`src/rtl/aqu_bridge_n.sv`:
```
// aqu_bridge_n
// AHB-Lite slave that bridges CPU transfers onto one of NCH Aquarius
// peripheral channels. The channel is decoded from HADDR[CH_LSB +: CHW].
// The bridge strobes that channel and waits for its ACK. It returns the read
// data, or an AHB two-cycle ERROR response on timeout, misalignment or an
// unmapped channel.
//
// Ports
//   clk, rst          clock, synchronous active-high reset
//   HSEL..HREADY      AHB-Lite slave inputs (address phase + HWDATA)
//   HREADYOUT, HRESP  AHB-Lite slave response
//   HRDATA            last captured read data (held until next read)
//   CE                one-hot channel enable, active only while BUSY
//   STB, WE, SEL, ADR peripheral strobe / write / big-endian lanes / address
//   DATA              write data, HWDATA passed through while BUSY
//   ACK               per-channel acknowledge
//   RDATA             per-channel read data, channel k at RDATA[32k +: 32]
module aqu_bridge_n #(
  parameter int NCH     = 4,
  parameter int CH_LSB  = 16,
  parameter int TIMEOUT = 255
) (
  input  logic              clk,
  input  logic              rst,
  input  logic              HSEL,
  input  logic [31:0]       HADDR,
  input  logic [1:0]        HTRANS,
  input  logic [2:0]        HSIZE,
  input  logic              HWRITE,
  input  logic [31:0]       HWDATA,
  input  logic              HREADY,
  output logic              HREADYOUT,
  output logic              HRESP,
  output logic [31:0]       HRDATA,
  output logic [NCH-1:0]    CE,
  output logic              STB,
  output logic              WE,
  output logic [3:0]        SEL,
  output logic [31:0]       ADR,
  output logic [31:0]       DATA,
  input  logic [NCH-1:0]    ACK,
  input  logic [NCH*32-1:0] RDATA
);

  localparam int CHW  = (NCH > 1) ? $clog2(NCH) : 1;
  localparam int CNTW = (TIMEOUT > 0) ? $clog2(TIMEOUT + 1) : 1;

  typedef enum logic [2:0] {
    S_IDLE,
    S_BUSY,
    S_DONE,
    S_ERR1,
    S_ERR2
  } state_t;

  state_t            state_reg, state_next;
  logic [31:0]       adr_reg;
  logic              we_reg;
  logic [3:0]        sel_reg;
  logic [CHW-1:0]    ch_reg;
  logic [CNTW-1:0]   cnt_reg;
  logic [31:0]       hrdata_reg;

  // Address-phase decode
  logic [CHW-1:0]    req_ch;
  logic              req_ch_ok;
  logic              req_aligned;
  logic [3:0]        req_sel;
  logic              slave_ready;
  logic              accept;
  logic              req_valid;

  // Selected-channel view of the peripheral side
  logic [NCH-1:0]    ch_dec;
  logic              ack_sel;
  logic [31:0]       rdata_sel;
  logic              busy;
  logic              timeout_hit;
  logic              cnt_sat;

  // HTRANS[0] only distinguishes SEQ from NONSEQ, which are handled alike.
  logic              unused_htrans0;
  assign unused_htrans0 = HTRANS[0];

  assign req_ch    = HADDR[CH_LSB +: CHW];
  assign req_ch_ok = (32'(req_ch) < NCH);

  // Big-endian lanes: byte address 0 is SEL[3]. The transfer size is fully
  // captured by the latched lane mask, so HSIZE itself is not kept.
  always_comb begin
    req_sel     = 4'b0000;
    req_aligned = 1'b0;
    case (HSIZE)
      3'd0: begin
        req_sel     = 4'b1000 >> HADDR[1:0];
        req_aligned = 1'b1;
      end
      3'd1: begin
        req_sel     = HADDR[1] ? 4'b0011 : 4'b1100;
        req_aligned = ~HADDR[0];
      end
      3'd2: begin
        req_sel     = 4'b1111;
        req_aligned = (HADDR[1:0] == 2'b00);
      end
      default: begin
        req_sel     = 4'b0000;
        req_aligned = 1'b0;
      end
    endcase
  end

  assign slave_ready = (state_reg == S_IDLE) || (state_reg == S_DONE) ||
                       (state_reg == S_ERR2);
  assign accept      = slave_ready && HSEL && HREADY && HTRANS[1];
  assign req_valid   = req_aligned && req_ch_ok;

  // One-hot decode of the latched channel; ACK and RDATA from any other
  // channel are masked off here, which is what makes stray ACKs harmless.
  genvar gi;
  generate
    for (gi = 0; gi < NCH; gi++) begin : g_ch_dec
      assign ch_dec[gi] = (ch_reg == CHW'(gi));
    end
  endgenerate

  always_comb begin
    rdata_sel = 32'h0;
    for (int k = 0; k < NCH; k++) begin
      if (ch_dec[k]) begin
        rdata_sel = rdata_sel | RDATA[32*k +: 32];
      end
    end
  end

  assign busy    = (state_reg == S_BUSY);
  assign ack_sel = |(ACK & ch_dec);
  assign cnt_sat = (cnt_reg == {CNTW{1'b1}});

  // Counter holds the number of completed ACK-less BUSY cycles. The move to
  // ERR1 is taken at the end of the TIMEOUT-th such cycle.
  assign timeout_hit = (TIMEOUT != 0) && (cnt_reg == CNTW'(TIMEOUT - 1));

  always_comb begin
    state_next = state_reg;
    case (state_reg)
      S_IDLE, S_DONE, S_ERR2: begin
        if (accept) begin
          state_next = req_valid ? S_BUSY : S_ERR1;
        end else if (HREADY) begin
          state_next = S_IDLE;
        end
      end
      S_BUSY: begin
        // ACK takes priority over a timeout in the same cycle
        if (ack_sel) begin
          state_next = S_DONE;
        end else if (timeout_hit) begin
          state_next = S_ERR1;
        end
      end
      S_ERR1:  state_next = S_ERR2;
      default: state_next = S_IDLE;
    endcase
  end

  always_ff @(posedge clk) begin
    if (rst) begin
      state_reg  <= S_IDLE;
      adr_reg    <= 32'h0;
      we_reg     <= 1'b0;
      sel_reg    <= 4'b0000;
      ch_reg     <= '0;
      cnt_reg    <= '0;
      hrdata_reg <= 32'h0;
    end else begin
      state_reg <= state_next;
      if (accept && req_valid) begin
        adr_reg <= HADDR;
        we_reg  <= HWRITE;
        sel_reg <= req_sel;
        ch_reg  <= req_ch;
        cnt_reg <= '0;
      end else if (busy && !ack_sel && !cnt_sat) begin
        cnt_reg <= cnt_reg + 1'b1;
      end
      if (busy && ack_sel && !we_reg) begin
        hrdata_reg <= rdata_sel;
      end
    end
  end

  // Peripheral-side outputs are only driven while BUSY, so they stay at
  // their inactive values in every other state.
  assign HREADYOUT = slave_ready;
  assign HRESP     = (state_reg == S_ERR1) || (state_reg == S_ERR2);
  assign HRDATA    = hrdata_reg;
  assign STB       = busy;
  assign CE        = busy ? ch_dec : '0;
  assign WE        = busy && we_reg;
  assign SEL       = busy ? sel_reg : 4'b0000;
  assign ADR       = busy ? adr_reg : 32'h0;
  assign DATA      = busy ? HWDATA : 32'h0;

endmodule

```
`config.mk`:
```
export PLATFORM = sky130hd
export DESIGN_NAME = aqu_bridge_n
export DESIGN_NICKNAME = d
export VERILOG_FILES = /design/src/rtl/aqu_bridge_n.sv
export SDC_FILE = /design/constraint.sdc
export NUM_CORES = 1
export LEC_CHECK = 0
export CAP_MARGIN = 20
export CORE_AREA = 2 2 123 125
export CTS_BUF_LIST = sky130_fd_sc_hd__clkbuf_4 sky130_fd_sc_hd__clkbuf_8
export CTS_CLUSTER_SIZE = 40
export DETAILED_ROUTE_END_ITERATION = 12
export DIE_AREA = 0 0 125 127
export PLACE_DENSITY = 0.71
export SYNTH_ARGS = -nofsm -noshare
export SYNTH_HDL_FRONTEND = slang
export SYNTH_SLANG_ARGS = --single-unit
```
`constraint.sdc`:
```
create_clock -name clk -period 2.58 [get_ports clk]
set_input_delay 0.516 -clock clk [delete_from_list [all_inputs] [get_ports clk]]
set_output_delay 0.516 -clock clk [all_outputs]
set_load 0.02 [all_outputs]
```
== Word-level counts from Yosys, hierarchy flattened ==
Cells that the tools add are included.
Storage, ports and cells
  bits in registers: 82
  bits in latches: 0
  RAM bits: 0
  ROM bits: 0
  input bits: 206
  output and inout bits: 108
  logic and storage cells: 67
  memories kept: 0
Cells by class
  add/sub/neg operators: 1
  $mul: 0
  div/mod/pow operators: 0
  $lt $le $gt $ge: 0
  eq/ne operators: 13
  shifts and indexed selects: 1
  muxes and demuxes: 17
  bitwise logic cells: 5
  reductions and logical operators: 23
Operator list (count)
  $mux 32: 6
  $or 32x32->32: 3
  $eq 8x8->1 const B: 2
  $mux 3: 4
  $mux 4: 3
  $pmux 4 s3: 1
  $eq 3x2->1 const B: 3
  $logic_and 1x1->1: 9
  $pmux 3 s3: 1
  $add 8x1->8 const B: 1
  $eq 3x1->1 const B: 2
  $logic_not 3->1: 2
  $and 4x4->4: 1
  $eq 2x2->1 const B: 2
  $logic_not 2->1: 2
  $reduce_or 4->1: 1
  $shr 4x2->4 const A: 1
  $eq 3x3->1 const B: 1
  $logic_not 1->1: 3
  $logic_or 1x1->1: 3
  $ne 3x2->1 const B: 1
  $ne 3x3->1 const B: 1
  $pmux 1 s3: 1
  $reduce_or 3->1: 1
  other kinds (5): 5

== Depth between registers and ports, before layout ==
Gate-level depths: netlist of run 1.
  word-level depth: 8
  mapped depth: 8
  depth with buffers taken out: 5

== Least setup slack after synthesis of run 1 ==
Ideal clock, no wire load.
  kind: register to output
  start: register state_reg[1]
  end: output DATA[12]
  arrival time: 1.687 ns
  required time: 2.064 ns
  setup slack: 0.377 ns
  stages on the path, launching flop included: 8
  buffers on the path: 4
  path through: dfxtp_1 > buf_2 > or3b_1 > buf_2 > clkinv_2 > clkbuf_1 > clkbuf_1 > and2_1
Between the ends
  word-level cells in the longest chain between the ends: 2
RTL lines
  start, declared: RTL line 56  | state_t state_reg, state_next;
  start signal, assigned: RTL line 177  | state_reg <= state_next;
  $eq 3x1->1: RTL line 136  | assign busy = (state_reg == S_BUSY);
  $mux 32: RTL line 203  | assign DATA = busy ? HWDATA : 32'h0;
  end, declared: RTL line 40  | output logic [31:0] DATA,
No other way between the ends.

== Worst setup path after layout of run 1 ==
  start: register state_reg[0]
  end: output DATA[14]
Same word-level chain as after synthesis.

==> flow_summary.yaml, run 1 <==
run_status:
  status: "complete, no violations"
timing:
  whs_ns: 0.440
  fin_crit_ns: 2.45
  relSlewSlack: 0.612
  fin_skew_ns: 0.0108
  tightest_slew_ns: 0.582
  finalCritPeriodShare: 0.951
  setup_tns_ns: 0
  maxSlewViolCount: 0
  hold_viol_final: 0
  rsz0062_at_grt: "no"
  finalSetupViolations: 0
  fmax_mhz: 407
global_routing:
  grt_usage: 0.209
  grt_max_degree: 37
  grt.overflow.total: 0
  first_global_vias: 4936
  grt_first_pass_wirelength_mm: 26.3
  antenna_found_initial: 0
yosys:
  synth_top_family_by_area: "simple AND/OR/NAND/NOR gates"
  syn_area_um2: 4330
  synth.net_count: 721
  ys_types: 40
  yosys_warnings: 0
  synth_area_per_cell_um2: 8.44
  synth-simple-area-share: 0.285
  synth-compound-area-share: 0.126
  synth.area.top_cells: "dfxtp_1 37%, mux4_2 17%, nand2_1 12%, and2_1 10%, a21oi_1 9.1%"
  ys_seq_area_frac: 0.370
  synth-xor-area-share: 0
  synth_top_area_frac: 0.370
  synth_cells: 513
  synth_adder_area_share: 0.00578
  yosys.area.top_type: "dfxtp_1"
  synth-seq-cells: 80
  synthMuxAreaShare: 0.172
clock_tree:
  clkSinkCount: 80
  cts_tree: "built"
  clock_latency_ns: 0.37
  clk_pin_slew_ns: 0.09
  h-tree-depth: 3
  cts_inserted_buffers: 9
  cts-root-buf: "clkbuf_8"
  post-cts-setup-buffer-count: 0
  clock_path_buffers: 2
  holdBufCountCts: 0
flow_run:
  cap_violations: 0
pwr:
  leakagePower_nw: 3.01
  vdd_drop_max_v: 0.000293
  power_mw: 2.83
  power_density_nw_per_um2: 357
critical_path:
  path_class: "reg -> out"
  startpoint: "state_reg[0]$_SDFFE_PP0P_"
  crit_path_end_kind: "output pin"
  critPathCapture: "DATA[14]"
  cp.arrival_ns: 1.94
  reg2reg_depth: 4
  path_max_fanout: 31
  regToRegSetupSlack_ns: 0.54
  r2r_start: "adr_reg[16]$_SDFFE_PP0P_"
  r2r_end: "cnt_reg[7]$_SDFFE_PP0P_"
  startpoint_type: "flop"
  required_ns: 2.06
floorplan:
  core_area_um2: 14400
  fp-row-count: 44
  start_util: 0.300
  io_pins: 314
  die_w_um: 125
  dieHeight_um: 127
  die_area_um2: 15900
min_path:
  min_path_type: "in -> reg"
layout:
  final_cell_mix: "237 x clkdlybuf4s50_1, 141 x nand2_1, 79 x a21oi_1, 78 x dfxtp_1, 69 x and2_1"
  n_antenna_cell: 0
  drive_above_1_share: 0.129
  fin_cells: 1003
  nets: 1022
  syn_to_final_growth_pct: 83.0
  final_common_cell: "clkdlybuf4s50_1"
  fill_cells: 1345
drt:
  via_count: 4869
  initialDrtViolationCount: 212
  wirelength_mm: 17.2
  dr.pass1.iters: 4
  wl_per_cell_um: 17.1
  drc: 0
  ant_nets: 0
  viasPerCell: 4.85
place:
  gp_congestion: 0.967
  hpwl_mm: 13.1
  portBuffers: 312
  placedCellCount: 986
==> critical path, stage by stage, from the launching register on <==
cell,delay [ns]
dfxtp_1,0.33
or3b_4,0.40
inv_4,0.14
buf_12,0.17
and2_1,0.15
dlygate4sd2_1,0.36
==> Yosys cell counts <==
cell type  count
o211ai_1       3
nand4b_1       1
a21o_1         3
nor2b_1        2
and3_1         7
or3b_1         1
buf_2         10
inv_1          4
nor4_1         1
nor3b_2        1
nand3_1        4
buf_1          3
o211a_1        2
nor3_1         4
o31ai_1        1
a21oi_1       79
nor2_1        11
o2111ai_1      1
nand2b_4       1
or4_1          1
or3_1          2
nand4_1        2
clkbuf_1      27
nor3b_1        1
dfxtp_1       80
o21ai_0        3
mux4_2        33
o2111a_1       1
and2_1        69
a311o_1        1
nor4b_1        1
nand2_1      141
o22ai_1        1
nand2b_1       2
clkinv_2       1
a31o_2         1
a211oi_1       1
a311oi_1       1
ha_1           2
nand3b_1       3
==> final cells by class <==
| type | instances | area [µm²] | share of cell area |
|---|---|---|---|
| clock buffer | 10 | 138 | 0.0174 |
| clock inverter | 6 | 75.1 | 0.00948 |
| inverter | 5 | 21.3 | 0.00269 |
| multi-input combinational | 388 | 2560 | 0.324 |
| sequential | 80 | 1600 | 0.202 |
| tap | 184 | 230 | 0.0291 |
| timing repair buffer | 330 | 3290 | 0.415 |
==> worst min path at each step <==
stage | start | endpoint | slack, ns | cells after the start
after floorplan | sel_reg[3]$_SDFFE_PP0P_ | sel_reg[3]$_SDFFE_PP0P_ | 0.43 | 2
after global placement | adr_reg[4]$_SDFFE_PP0P_ | adr_reg[4]$_SDFFE_PP0P_ | 0.44 | 2
after detailed placement | adr_reg[14]$_SDFFE_PP0P_ | adr_reg[14]$_SDFFE_PP0P_ | 0.44 | 2
after CTS | rst | state_reg[0]$_SDFFE_PP0P_ | 0.40 | 2
after global routing | rst | state_reg[0]$_SDFFE_PP0P_ | 0.41 | 2
final | rst | state_reg[0]$_SDFFE_PP0P_ | 0.44 | 2
==> where the power goes <==
part,internal (mW),switching (mW),total (mW)
Combinational,0.384,0.191,0.576
Sequential,1.25,0.0104,1.26
Clock,0.489,0.505,0.993
==> cells by family (layout without fill, tap and decap cells) <==
family	count (synthesis)	in the layout
flip-flops	80	80
multiplexers	33	33
AND/OR/NAND/NOR	255	255
adder cells (fa/ha/maj)	2	2
buffers and inverters	45	351
AO/OA/AOI/OAI	98	98
==> repair_timing <==
item                       4_1_cts  5_1_grt
setup endpoints to repair       73       32
gates resized for setup        130        6
gates cloned                     1        0
pin swaps                        0        0
==> through the flow <==
step,util,setup WS (ns),area [µm²]
floorplan,-,0.377,4330
global placement,0.533,0.160,7690
detailed placement,0.533,0.125,7690
CTS,0.549,-0.0401,7920
global route,0.549,0.00751,7920
finish,0.549,0.126,7920
==> layer usage <==
layer  track usage  routed length (µm)
met4        0.0654                 454
met3        0.0708                1140
met5             0                   0
met1         0.241                6830
met2         0.369                8750
No activity file was read; power rests on OpenSTA's default activity.
==> run 2, diff against run 1 <==
- MAX_ROUTING_LAYER: not set -> met4
==> flow_summary.yaml, run 2 (synthesis gave the netlist of run 1 again) <==
flow_run:
  cap_violations: 0
pwr:
  seqPwrFrac: 0.442
  power_switching_mw: 0.649
  power_frac_clock: 0.357
  vdd_drop_max_v: 0.000346
  leakagePower_nw: 3.01
  power_mw: 2.86
  internal_power_mw: 2.21
  swShare: 0.227
  combPwrFrac: 0.201
  power_density_nw_per_um2: 363
timing:
  whs_ns: 0.438
  finalSetupViolations: 0
  maxSlewViolCount: 0
  tightest_slew_ns: 0.583
  fin_skew_ns: 0.00699
  rsz0062_at_grt: "no"
  fin_crit_ns: 2.50
  finalCritPeriodShare: 0.971
  setup_tns_ns: 0
  hold_viol_final: 0
  fmax_mhz: 399
  relSlewSlack: 0.611
critical_path:
  required_ns: 2.06
  startpoint_type: "flop"
  path_max_fanout: 31
  crit_path_end_kind: "output pin"
  path_class: "reg -> out"
  regToRegSetupSlack_ns: 0.45
  cp.arrival_ns: 1.99
drt:
  initialDrtViolationCount: 206
  wl_per_cell_um: 17.4
  via_count: 4940
  dr.pass1.iters: 4
  viasPerCell: 4.94
  drc: 0
  ant_nets: 0
  wirelength_mm: 17.4
clock_tree:
  clock_latency_ns: 0.36
  h-tree-depth: 3
  post-cts-setup-buffer-count: 0
  cts_tree: "built"
  holdBufCountCts: 0
  clk_pin_slew_ns: 0.07
  clock_path_buffers: 2
  clkSinkCount: 80
  cts-root-buf: "clkbuf_8"
  cts_inserted_buffers: 9
layout:
  final_common_cell: "clkdlybuf4s50_1"
  final_cell_mix: "243 x clkdlybuf4s50_1, 141 x nand2_1, 79 x a21oi_1, 78 x dfxtp_1, 69 x and2_1"
  fill_cells: 1317
  nets: 1021
  n_antenna_cell: 0
  drive_above_1_share: 0.124
  utilization: 0.545
  syn_to_final_growth_pct: 81.7
floorplan:
  die_area_um2: 15900
  die_w_um: 125
  core_area_um2: 14400
  start_util: 0.300
  dieHeight_um: 127
  fp-row-count: 44
  io_pins: 314
global_routing:
  antenna_found_initial: 0
  grt.overflow.total: 0
  grt_first_pass_wirelength_mm: 26.5
  grt_usage: 0.214
  grt_max_degree: 38
  first_global_vias: 4994
place:
  gp_congestion: 0.977
  hpwl_mm: 13.1
  portBuffers: 312
run_status:
  status: "complete, no violations"
min_path:
  min_path_type: "in -> reg"
-- run 2: changes by cell type in the layout (fill, tap and decap cells not counted), moves of 2 or more --
cell,before,now
clkdlybuf4s15_2,28,17
clkbuf_2,1,11
dlygate4sd2_1,44,36
clkdlybuf4s50_1,237,243
buf_4,14,12
dlymetal6s2s_1,1,3
inv_6,2,0
-- run 2: final timing paths --
| kind | endpoint | cells past startpoint | startpoint |
|---|---|---|---|
| worst max-delay path | ADR[5] | 5 | state_reg[0]$_SDFFE_PP0P_ |
| worst min register to register | sel_reg[0]$_SDFFE_PP0P_ | 2 | sel_reg[0]$_SDFFE_PP0P_ |
| worst max register to register | cnt_reg[7]$_SDFFE_PP0P_ | 4 | adr_reg[16]$_SDFFE_PP0P_ |
| worst min-delay path | state_reg[0]$_SDFFE_PP0P_ | 2 | rst |
-- run 2: area by class of cell --
| class | count | area [µm²] | share of cell area |
|---|---|---|---|
| inverters | 5 | 23.8 | 0.00302 |
| clock buffers | 11 | 145 | 0.0185 |
| repair inverters | 1 | 5.00 | 0.000636 |
| repair buffers | 328 | 3230 | 0.411 |
| well taps | 184 | 230 | 0.0293 |
| clock inverters | 3 | 67.6 | 0.00859 |
| flip-flops and latches | 80 | 1600 | 0.204 |
| multi-input cells | 388 | 2560 | 0.325 |
-- run 2: repair_timing --
action,4_1_cts,5_1_grt
resized for setup,111,16
hold endpoints to repair,0,0
setup endpoints to repair,72,36
gates cloned,1,1
-- run 2: metal layers --
layer,routed length [µm],GRT usage
met5,0,-
met4,328,0.0569
met1,7160,0.255
met2,8950,0.372
met3,954,0.0431
-- run 2: power by group through the flow --
stage | clock (mW) | combinational [mW] | sequential, mW
2_1_floorplan | 0 | 0.161 | 1.30
3_3_place_gp | 0 | 0.562 | 1.29
3_5_place_dp | 0 | 0.572 | 1.29
4_1_cts | 1.06 | 0.574 | 1.26
5_1_grt | 1.11 | 0.609 | 1.26
6_report | 1.02 | 0.573 | 1.26
-- run 2: worst max-delay path, cell delays in order (launching register included) --
cell           delay (ns)
dfxtp_1              0.34
or3b_4               0.43
clkinv_2             0.17
buf_12               0.19
and2_1               0.16
dlygate4sd2_1        0.34
-- run 2: metrics by stage --
stage / area (µm²) / std cells / worst slack [ns]
finish: 7870 / 1000 / 0.0751
global route: 7870 / 1000 / 0.000525
CTS: 7900 / 999 / 0.00140
detailed placement: 7680 / 984 / 0.0460
global placement: 7680 / 984 / 0.131
floorplan: 4330 / 513 / 0.377
